File: src/rtl/rvne_pkg.sv
// RVNE layer sequencer shared types: opcodes, funct3 codes,
// sequencer states and the latched command bundle.
package rvne_pkg;

   typedef enum logic [6:0] {
      OP_LOAD   = 7'b0000011,
      OP_STORE  = 7'b0100011,
      OP_R      = 7'b0110011,
      OP_BRANCH = 7'b1100011,
      OP_IMM    = 7'b0010011,
      OP_VLOAD  = 7'b0000010,
      OP_NEURO  = 7'b0110010
   } opcode_e;

   localparam logic [2:0] F3_NSR_ST = 3'b111;
   localparam logic [2:0] F3_NACC   = 3'b001;

   localparam logic [1:0] VL_RESERVED = 2'd3;

   typedef enum logic [2:0] {
      S_IDLE,
      S_SVR,
      S_WVR,
      S_NACC,
      S_NSR,
      S_DONE
   } seq_state_e;

   typedef struct packed {
      logic [1:0] vl;
      logic [4:0] base_w;
      logic [4:0] base_s;
      logic [4:0] base_o;
   } cmd_t;

endpackage

File: src/rtl/rvne_layer_sequencer_inst_pack.sv
// Combinational I/R-type instruction word packer.
// The caller selects format and supplies every field.
module rvne_inst_pack
   import rvne_pkg::*;
(
   input  logic        fmt_r,
   input  logic [6:0]  opcode,
   input  logic [2:0]  funct3,
   input  logic [6:0]  funct7,
   input  logic [4:0]  rd,
   input  logic [4:0]  rs1,
   input  logic [4:0]  rs2,
   input  logic [11:0] imm,
   output logic [31:0] word
);

   assign word = fmt_r ? {funct7, rs2, rs1, funct3, rd, opcode}
                       : {imm, rs1, funct3, rd, opcode};

endmodule

File: src/rtl/rvne_layer_sequencer.sv
// Expands a neuron-layer command into an SVR load followed by
// WVR/NACC/NSR triples, one per neuron, over valid/ready.
module rvne_layer_sequencer
   import rvne_pkg::*;
#(
   parameter int IMM_STRIDE = 16,
   parameter int N_W        = 6
) (
   input  logic           clk,
   input  logic           rst,
   input  logic           cmd_valid,
   output logic           cmd_ready,
   input  logic [N_W-1:0] cmd_n,
   input  logic [1:0]     cmd_vl,
   input  logic [4:0]     cmd_base_w,
   input  logic [4:0]     cmd_base_s,
   input  logic [4:0]     cmd_base_o,
   output logic           inst_valid,
   input  logic           inst_ready,
   output logic [31:0]    inst_data,
   output logic           done,
   output logic           err
);

   seq_state_e     state, nstate;
   cmd_t           cmd_q, ncmd;
   logic [N_W-1:0] n_q, nn;
   logic [N_W-1:0] i_q, ni;
   logic           nerr;
   logic           emit;

   logic        fmt_r;
   logic [6:0]  op;
   logic [2:0]  f3;
   logic [4:0]  rs1;
   logic [4:0]  rs2;
   logic [11:0] imm;
   logic [31:0] word;

   always_comb begin
      nstate = state;
      ncmd   = cmd_q;
      nn     = n_q;
      ni     = i_q;
      nerr   = 1'b0;
      unique case (state)
         S_IDLE: begin
            if (cmd_valid && cmd_ready) begin
               ncmd = '{vl: cmd_vl, base_w: cmd_base_w,
                        base_s: cmd_base_s, base_o: cmd_base_o};
               nn   = cmd_n;
               ni   = '0;
               if (cmd_vl == VL_RESERVED) begin
                  nstate = S_DONE;
                  nerr   = 1'b1;
               end else if (cmd_n == '0) begin
                  nstate = S_DONE;
               end else begin
                  nstate = S_SVR;
               end
            end
         end
         S_SVR:  if (inst_ready) nstate = S_WVR;
         S_WVR:  if (inst_ready) nstate = S_NACC;
         S_NACC: if (inst_ready) nstate = S_NSR;
         S_NSR: begin
            if (inst_ready) begin
               ni     = i_q + 1'b1;
               nstate = (i_q + 1'b1 < n_q) ? S_WVR : S_DONE;
            end
         end
         S_DONE:  nstate = S_IDLE;
         default: nstate = S_IDLE;
      endcase
   end

   // Fields come from the next state so the word is registered
   // alongside inst_valid and holds while stalled.
   always_comb begin
      fmt_r = 1'b0;
      op    = OP_VLOAD;
      f3    = 3'b000;
      rs1   = 5'd0;
      rs2   = 5'd0;
      imm   = 12'd0;
      unique case (nstate)
         S_SVR: begin
            f3  = 3'd3 + {1'b0, ncmd.vl};
            rs1 = ncmd.base_s;
         end
         S_WVR: begin
            f3  = {1'b0, ncmd.vl};
            rs1 = ncmd.base_w;
            imm = 12'(32'(ni) * 32'(IMM_STRIDE));
         end
         S_NACC: begin
            fmt_r = 1'b1;
            op    = OP_NEURO;
            f3    = F3_NACC;
         end
         S_NSR: begin
            fmt_r = 1'b1;
            op    = OP_R;
            f3    = F3_NSR_ST;
            rs1   = ncmd.base_o;
            rs2   = 5'(ni);
         end
         default: ;
      endcase
   end

   assign emit = (nstate == S_SVR) || (nstate == S_WVR) ||
                 (nstate == S_NACC) || (nstate == S_NSR);

   rvne_inst_pack u_pack (
      .fmt_r  (fmt_r),
      .opcode (op),
      .funct3 (f3),
      .funct7 (7'd0),
      .rd     (5'd0),
      .rs1    (rs1),
      .rs2    (rs2),
      .imm    (imm),
      .word   (word)
   );

   always_ff @(posedge clk) begin
      if (rst) begin
         state      <= S_IDLE;
         cmd_q      <= '0;
         n_q        <= '0;
         i_q        <= '0;
         cmd_ready  <= 1'b0;
         inst_valid <= 1'b0;
         inst_data  <= 32'd0;
         done       <= 1'b0;
         err        <= 1'b0;
      end else begin
         state      <= nstate;
         cmd_q      <= ncmd;
         n_q        <= nn;
         i_q        <= ni;
         cmd_ready  <= (nstate == S_IDLE);
         inst_valid <= emit;
         inst_data  <= emit ? word : 32'd0;
         done       <= (nstate == S_DONE);
         err        <= nerr;
      end
   end

endmodule

File: config.mk
export PLATFORM = sky130hd
export DESIGN_NAME = rvne_layer_sequencer
export DESIGN_NICKNAME = d
export VERILOG_FILES = /design/src/rtl/rvne_pkg.sv /design/src/rtl/rvne_layer_sequencer_inst_pack.sv /design/src/rtl/rvne_layer_sequencer.sv
export SDC_FILE = /design/constraint.sdc
export NUM_CORES = 1
export LEC_CHECK = 0
export CAP_MARGIN = 10
export CORE_AREA = 2 2 81 67
export CTS_BUF_LIST = sky130_fd_sc_hd__clkbuf_16
export DETAILED_ROUTE_END_ITERATION = 8
export DIE_AREA = 0 0 83 69
export HOLD_SLACK_MARGIN = 0.02
export PLACE_DENSITY = 0.9
export SYNTH_ARGS = -nofsm -noshare
export SYNTH_HDL_FRONTEND = slang
export SYNTH_SLANG_ARGS = --single-unit
File: constraint.sdc
create_clock -name clk -period 7.75 [get_ports clk]
set_input_delay 2.325 -clock clk [delete_from_list [all_inputs] [get_ports clk]]
set_output_delay 2.325 -clock clk [all_outputs]
set_load 0.02 [all_outputs]
Word level (Yosys, flattened, before mapping)
Index checks and enable logic that the tools add are counted.
W data, S select, Z words.
- output and inout bits: 36
- input bits: 27
- word-level logic and storage cells: 66
- bits in registers: 68
- multiplexer cells: 22
- magnitude comparators: 1
- add/subtract/negate cells: 2
- reductions and logical operators: 13
- bitwise gates (word level): 4
- equality and inequality tests: 10
- operator list (operator ; number):
    $mux W17 ; 2
    $mux W25 ; 1
    $mux W3 ; 8
    $pmux W6 S2 ; 2
    $pmux W3 S5 ; 1
    $pmux W5 S3 ; 1
    $eq A3 B2 Y1 const B ; 4
    $mux W6 ; 2
    $pmux W3 S4 ; 1
    $mux W5 ; 2
    $eq A3 B3 Y1 const B ; 3
    $add A6 B1 Y6 const B ; 1
    $eq A3 B1 Y1 const B ; 2
    $logic_not A3 Y1 ; 2
    $logic_not A6 Y1 ; 1
    $lt A6 B6 Y1 ; 1
    $reduce_or A3 Y1 ; 2
    $not A1 Y1 ; 4
    $reduce_or A2 Y1 ; 2
    $reduce_or A4 Y1 ; 1
    $add A2 B2 Y3 const A ; 1
    $logic_or A1 B1 Y1 ; 3
    $eq A2 B2 Y1 const B ; 1
    $mux W1 ; 2
    2 further kinds ; 2

Depth between registers and ports, before layout
- depth after elaboration: 11
- depth in mapped cells: 11
- mapped depth without buffers: 10

Cells and area by module
Synthesis repeated with hierarchy kept, for this count alone.
- cells, all modules: 345
- area, all modules: 3397.0 um^2
- modules (own cells, without submodules) (module ; instances ; cells an instance ; area each (um^2) ; seq. area each (um^2)):
    rvne_layer_sequencer ; 1 ; 312 ; 3062.9 ; 1361.3
    rvne_inst_pack ; 1 ; 33 ; 334.1 ; 0.0

Worst setup path after synthesis
OpenSTA, ideal clock, no wires.
- kind: input to register
- start point: input cmd_valid
- end point: register inst_data[13]
- setup slack: 3.812 ns
- data arrival time: 3.851 ns
- data required time: 7.663 ns
- buffers on the path: 0
- cell stages on the path: 6
- setup time: 0.087 ns
- path through: nand2_1 > nor4_4 > mux2i_1 > ha_1 > or3_1 > o31ai_1
- longest elaborated chain between the ends: 9
- elaborated cells between the ends (all ways): 17
- classes of those cells: add/sub (1); eq/ne (4); mux (6); bitwise (1); reduce/logical (5)
- RTL lines (item ; RTL line ; text):
    start: declaration ; rvne_layer_sequencer.sv:11 ; input logic cmd_valid,
    $logic_and A1 B1 Y1 (*) ; rvne_layer_sequencer.sv:48 ; if (cmd_valid && cmd_ready) begin
    $mux W3 ; rvne_layer_sequencer.sv:48 ;
    $pmux W3 S5 ; rvne_layer_sequencer.sv:46 ; unique case (state)
    $eq A3 B1 Y1 / $eq A3 B2 Y1 (equally long branches) ; rvne_layer_sequencer.sv:86, rvne_layer_sequencer.sv:112 ;
    $logic_or A1 B1 Y1 (2 in a row) ; rvne_layer_sequencer.sv:112 ; assign emit = (nstate == S_SVR) || (nstate == S_WVR) ||
    $logic_or A1 B1 Y1 ; rvne_layer_sequencer.sv:113 ; (nstate == S_NACC) || (nstate == S_NSR);
    $not A1 Y1 (no line) ; - ;
    $reduce_or A2 Y1 (no line) ; - ;
    end signal: assignment ; rvne_layer_sequencer.sv:145 ; inst_data <= emit ? word : 32'd0;
    end: declaration ; rvne_layer_sequencer.sv:20 ; output logic [31:0] inst_data,
Every way passes the cells marked *; elsewhere a longest branch is shown, timed or not.
A chain may end at the register's enable or synchronous reset.

Worst setup path after layout
- start point: input cmd_valid
- end point: register inst_data[17]
The elaborated chain is that of the path after synthesis.

==> flow_summary.json <==
{
  "outcome": "finished, final reports clean",
  "timing.critical_path.from_type": "input port",
  "fin_crit_sh_pct": 58.7,
  "hpwlAfterDp_mm": 3.87,
  "max_slew_margin_pct": 46.3,
  "critPathMaxStageDelay_ns": 0.49,
  "dr.first_iter.drc_count": 128,
  "root_buffer": "clkbuf_16",
  "max_clock_freq_ghz": 0.220,
  "fin_worst_hold_slack_ns": 0.461,
  "synthToLayoutAreaGrowth_pct": 33.0,
  "post_cts_resized": 0,
  "maxCapViolations": 0,
  "power_frac_clock_pct": 38.5,
  "tightest_slew_ns": 0.803,
  "finalWorstPathRequiredPeriod_ns": 4.55,
  "detail_route.first_pass.iterations": 5,
  "drt_drc_violations_left": 0,
  "yosysTopAreaCell": "dfxtp_1",
  "die_h_um": 69,
  "grt_usage_pct": 20.7,
  "synth_edf_count": 0,
  "worst_path_max_delay_cell": "clkdlybuf4s50_1",
  "coreArea_um2": 4920,
  "critical_path_required_ns": 8.01,
  "yosys_register_bits": 57,
  "timing.critical_path.to_type": "flip-flop",
  "number_of_distinct_standard_cells_referenced_by_the_synthesized_netlist": 44,
  "wire_length_of_the_first_global_routing_pass_mm": 9.46,
  "drv_slew": 0,
  "cp_top_family": "simple AND/OR/NAND/NOR gates",
  "hold_class": "flip-flop to flip-flop",
  "synth_top_flop_cell": "dfxtp_1",
  "grt.overflow.total": 0,
  "grt-busiest-layer": "met2",
  "ff2ff_path_depth": 10,
  "cts_hold_buffers": 0,
  "p_switching_mw": 0.300,
  "setup.reg_to_reg.worst_slack_ns": 4.70,
  "finished_layout_cells": 388,
  "timing.critical_path.arrival_ns": 4.81,
  "timing.critical_path.cells": "clkdlybuf4s50_1, nand2_1, nor4_4, buf_4, a21oi_1, o21ai_1, and2_1, a221o_1",
  "drt-wirelength-per-cell_um": 14.5,
  "boundaryPins": 63,
  "num_rows": 23,
  "rr_startpoint": "i_q[0]$_SDFF_PP0_",
  "p_comb_share_pct": 25.5,
  "critPathBufInv": 2,
  "htree_levels": 3,
  "ir_drop_v": 0.000217,
  "routed-via-count": 2046,
  "synthTopCellsByCount": "57 x dfxtp_1, 45 x nand2_1, 24 x nor2_1",
  "netlist_instances": 271,
  "setup_repair_after_global_routing_missed_its_margin": "no",
  "timing_hold_violations_final": 0,
  "met3_usage_pct": 7.78,
  "cts_buffer_depth": 2,
  "layout.nets": 355,
  "seq_power_share_pct": 36.0,
  "hold_ep": "n_q[5]$_SDFFE_PP0P_",
  "syn_area_per_cell_um2": 8.82,
  "p_sw_share_pct": 30.9,
  "initial_utilization_pct": 48.6,
  "drt.antenna.violating_nets": 0,
  "setup.worst_path.class": "input port to flip-flop",
  "async_flop_share_pct": 0,
  "antenna_cells": 0,
  "yosys-top-cells-area": "dfxtp_1 48%, nand2_1 7.1%, a21oi_1 4.8%, buf_4 4.1%, nor2_1 3.8%",
  "powerDensity_nw_per_um2": 306,
  "place_congestion": 0.878,
  "finClkSkew_ns": 0.00727,
  "dp_cells": 372,
  "timing.setup.tns_ns": 0,
  "grt_antenna_before_repair": 0,
  "yosysTopAreaCellShare_pct": 47.7,
  "timing.hold.worst.start": "n_q[5]$_SDFFE_PP0P_",
  "grt_max_degree": 48,
  "global_route.usage.met2_pct": 30.9,
  "numPortBuffers": 52,
  "die-area_um2": 5730,
  "drive_gt1_share_pct": 6.13,
  "cellLeakagePower_nw": 1.22,
  "int_power_mw": 0.673,
  "cell_with_the_most_instances_after_synthesis": "dfxtp_1",
  "final-setup-viol-count": 0,
  "cts-buffers-inserted": 9,
  "drt-total-wl_mm": 5.62,
  "groute.layer.met1.usage_pct": 27.1,
  "mappedNetlistArea_um2": 2390,
  "timing.rr.end": "inst_data[17]$_SDFF_PP0_",
  "seq_area_frac_synth_pct": 47.7,
  "cts_num_sinks": 57,
  "vias_per_cell": 5.27,
  "postCtsSetupRepairBufs": 0,
  "worst_hold_path.num_cells": 2,
  "clock_latency_ns": 0.33,
  "first_global_vias": 1997,
  "timing.critical_path.fanout_max": 18,
  "floorplan.die.width_um": 83,
  "cts_tree": "yes",
  "clk_pin_slew_ns": 0.05,
  "synthesis.yosys.warnings": 0
}
-- power groups by stage --
stage	clock, mW	sequential (mW)	combinational (mW)
2_1_floorplan	0	0.366	0.155
3_3_place_gp	0	0.355	0.238
3_5_place_dp	0	0.355	0.244
4_1_cts	0.376	0.350	0.247
5_1_grt	0.393	0.354	0.269
6_report	0.374	0.350	0.248
-- routing by layer --
layer,vias to the layer above,share of wire [%]
li1,1003,-
met1,957,46
met2,72,46
met3,14,5.9
met4,0,2.2
met5,-,0
-- cell families (layout without fill, tap and decap cells) --
family	count (synthesis)	in the layout	synth area share [%]
flip-flops	57	57	47.7
AND/OR/NAND/NOR	103	103	19.9
buffers and inverters	36	82	8.01
XOR/XNOR	7	7	2.57
adder cells (fa/ha/maj)	7	7	3.66
AO/OA/AOI/OAI	52	52	14.6
other	1	10	0.157
multiplexers	8	8	3.35
-- area by class of cell --
| class | count | area [um2] |
|---|---|---|
| well taps | 62 | 77.6 |
| repair buffers | 54 | 536 |
| flip-flops and latches | 57 | 1140 |
| clock buffers | 9 | 225 |
| fillers | 372 | 1740 |
| multi-input cells | 187 | 1090 |
| inverters | 12 | 45.0 |
| clock inverters | 7 | 62.6 |
-- tightest hold or removal path: cells and delay by family (launching register included) --
family | cells | cell delay (ns)
flops | 1 | 0.31
simple gates | 1 | 0.05
compound gates | 1 | 0.05
-- metrics by stage --
stage	instance area (um2)	util, %	setup slack [ns]	power [mW]
4_1_cts	3180	64.6	3.20	0.974
5_1_grt	3180	64.6	3.00	1.02
3_3_place_gp	2890	58.7	2.98	0.593
2_1_floorplan	2420	-	3.81	0.521
6_report	3180	64.6	3.20	0.973
3_5_place_dp	2890	58.7	2.88	0.598
-- placed cells by master, fill, tap and decap left out, types with 8 or more instances in the layout --
cell and n:
clkbuf_16 9, nor2_1 24, inv_1 13, mux2i_1 8, dfxtp_1 57, a21oi_1 23
conb_1 10, nand2_1 45, clkdlybuf4s50_1 52
-- flip-flops by register name (all words and copies together), names as in the netlist --
name        cells
inst_valid      1
cmd_q          17
cmd_ready       1
inst_data      21
n_q             6
state           3
done            1
err             1
i_q             6
-- worst max path at each step --
stage | depth (start not counted) | from | end | slack [ns]
finish | 8 | cmd_valid | inst_data[17]$_SDFF_PP0_ | 3.20
CTS | 8 | cmd_valid | inst_data[17]$_SDFF_PP0_ | 3.20
global placement | 8 | cmd_valid | inst_data[19]$_SDFF_PP0_ | 2.98
floorplan | 6 | cmd_valid | inst_data[13]$_SDFF_PP0_ | 3.81
detailed placement | 8 | cmd_valid | inst_data[18]$_SDFF_PP0_ | 2.88
global route | 8 | cmd_valid | inst_data[17]$_SDFF_PP0_ | 3.00
(Power assumes the default switching activity.)
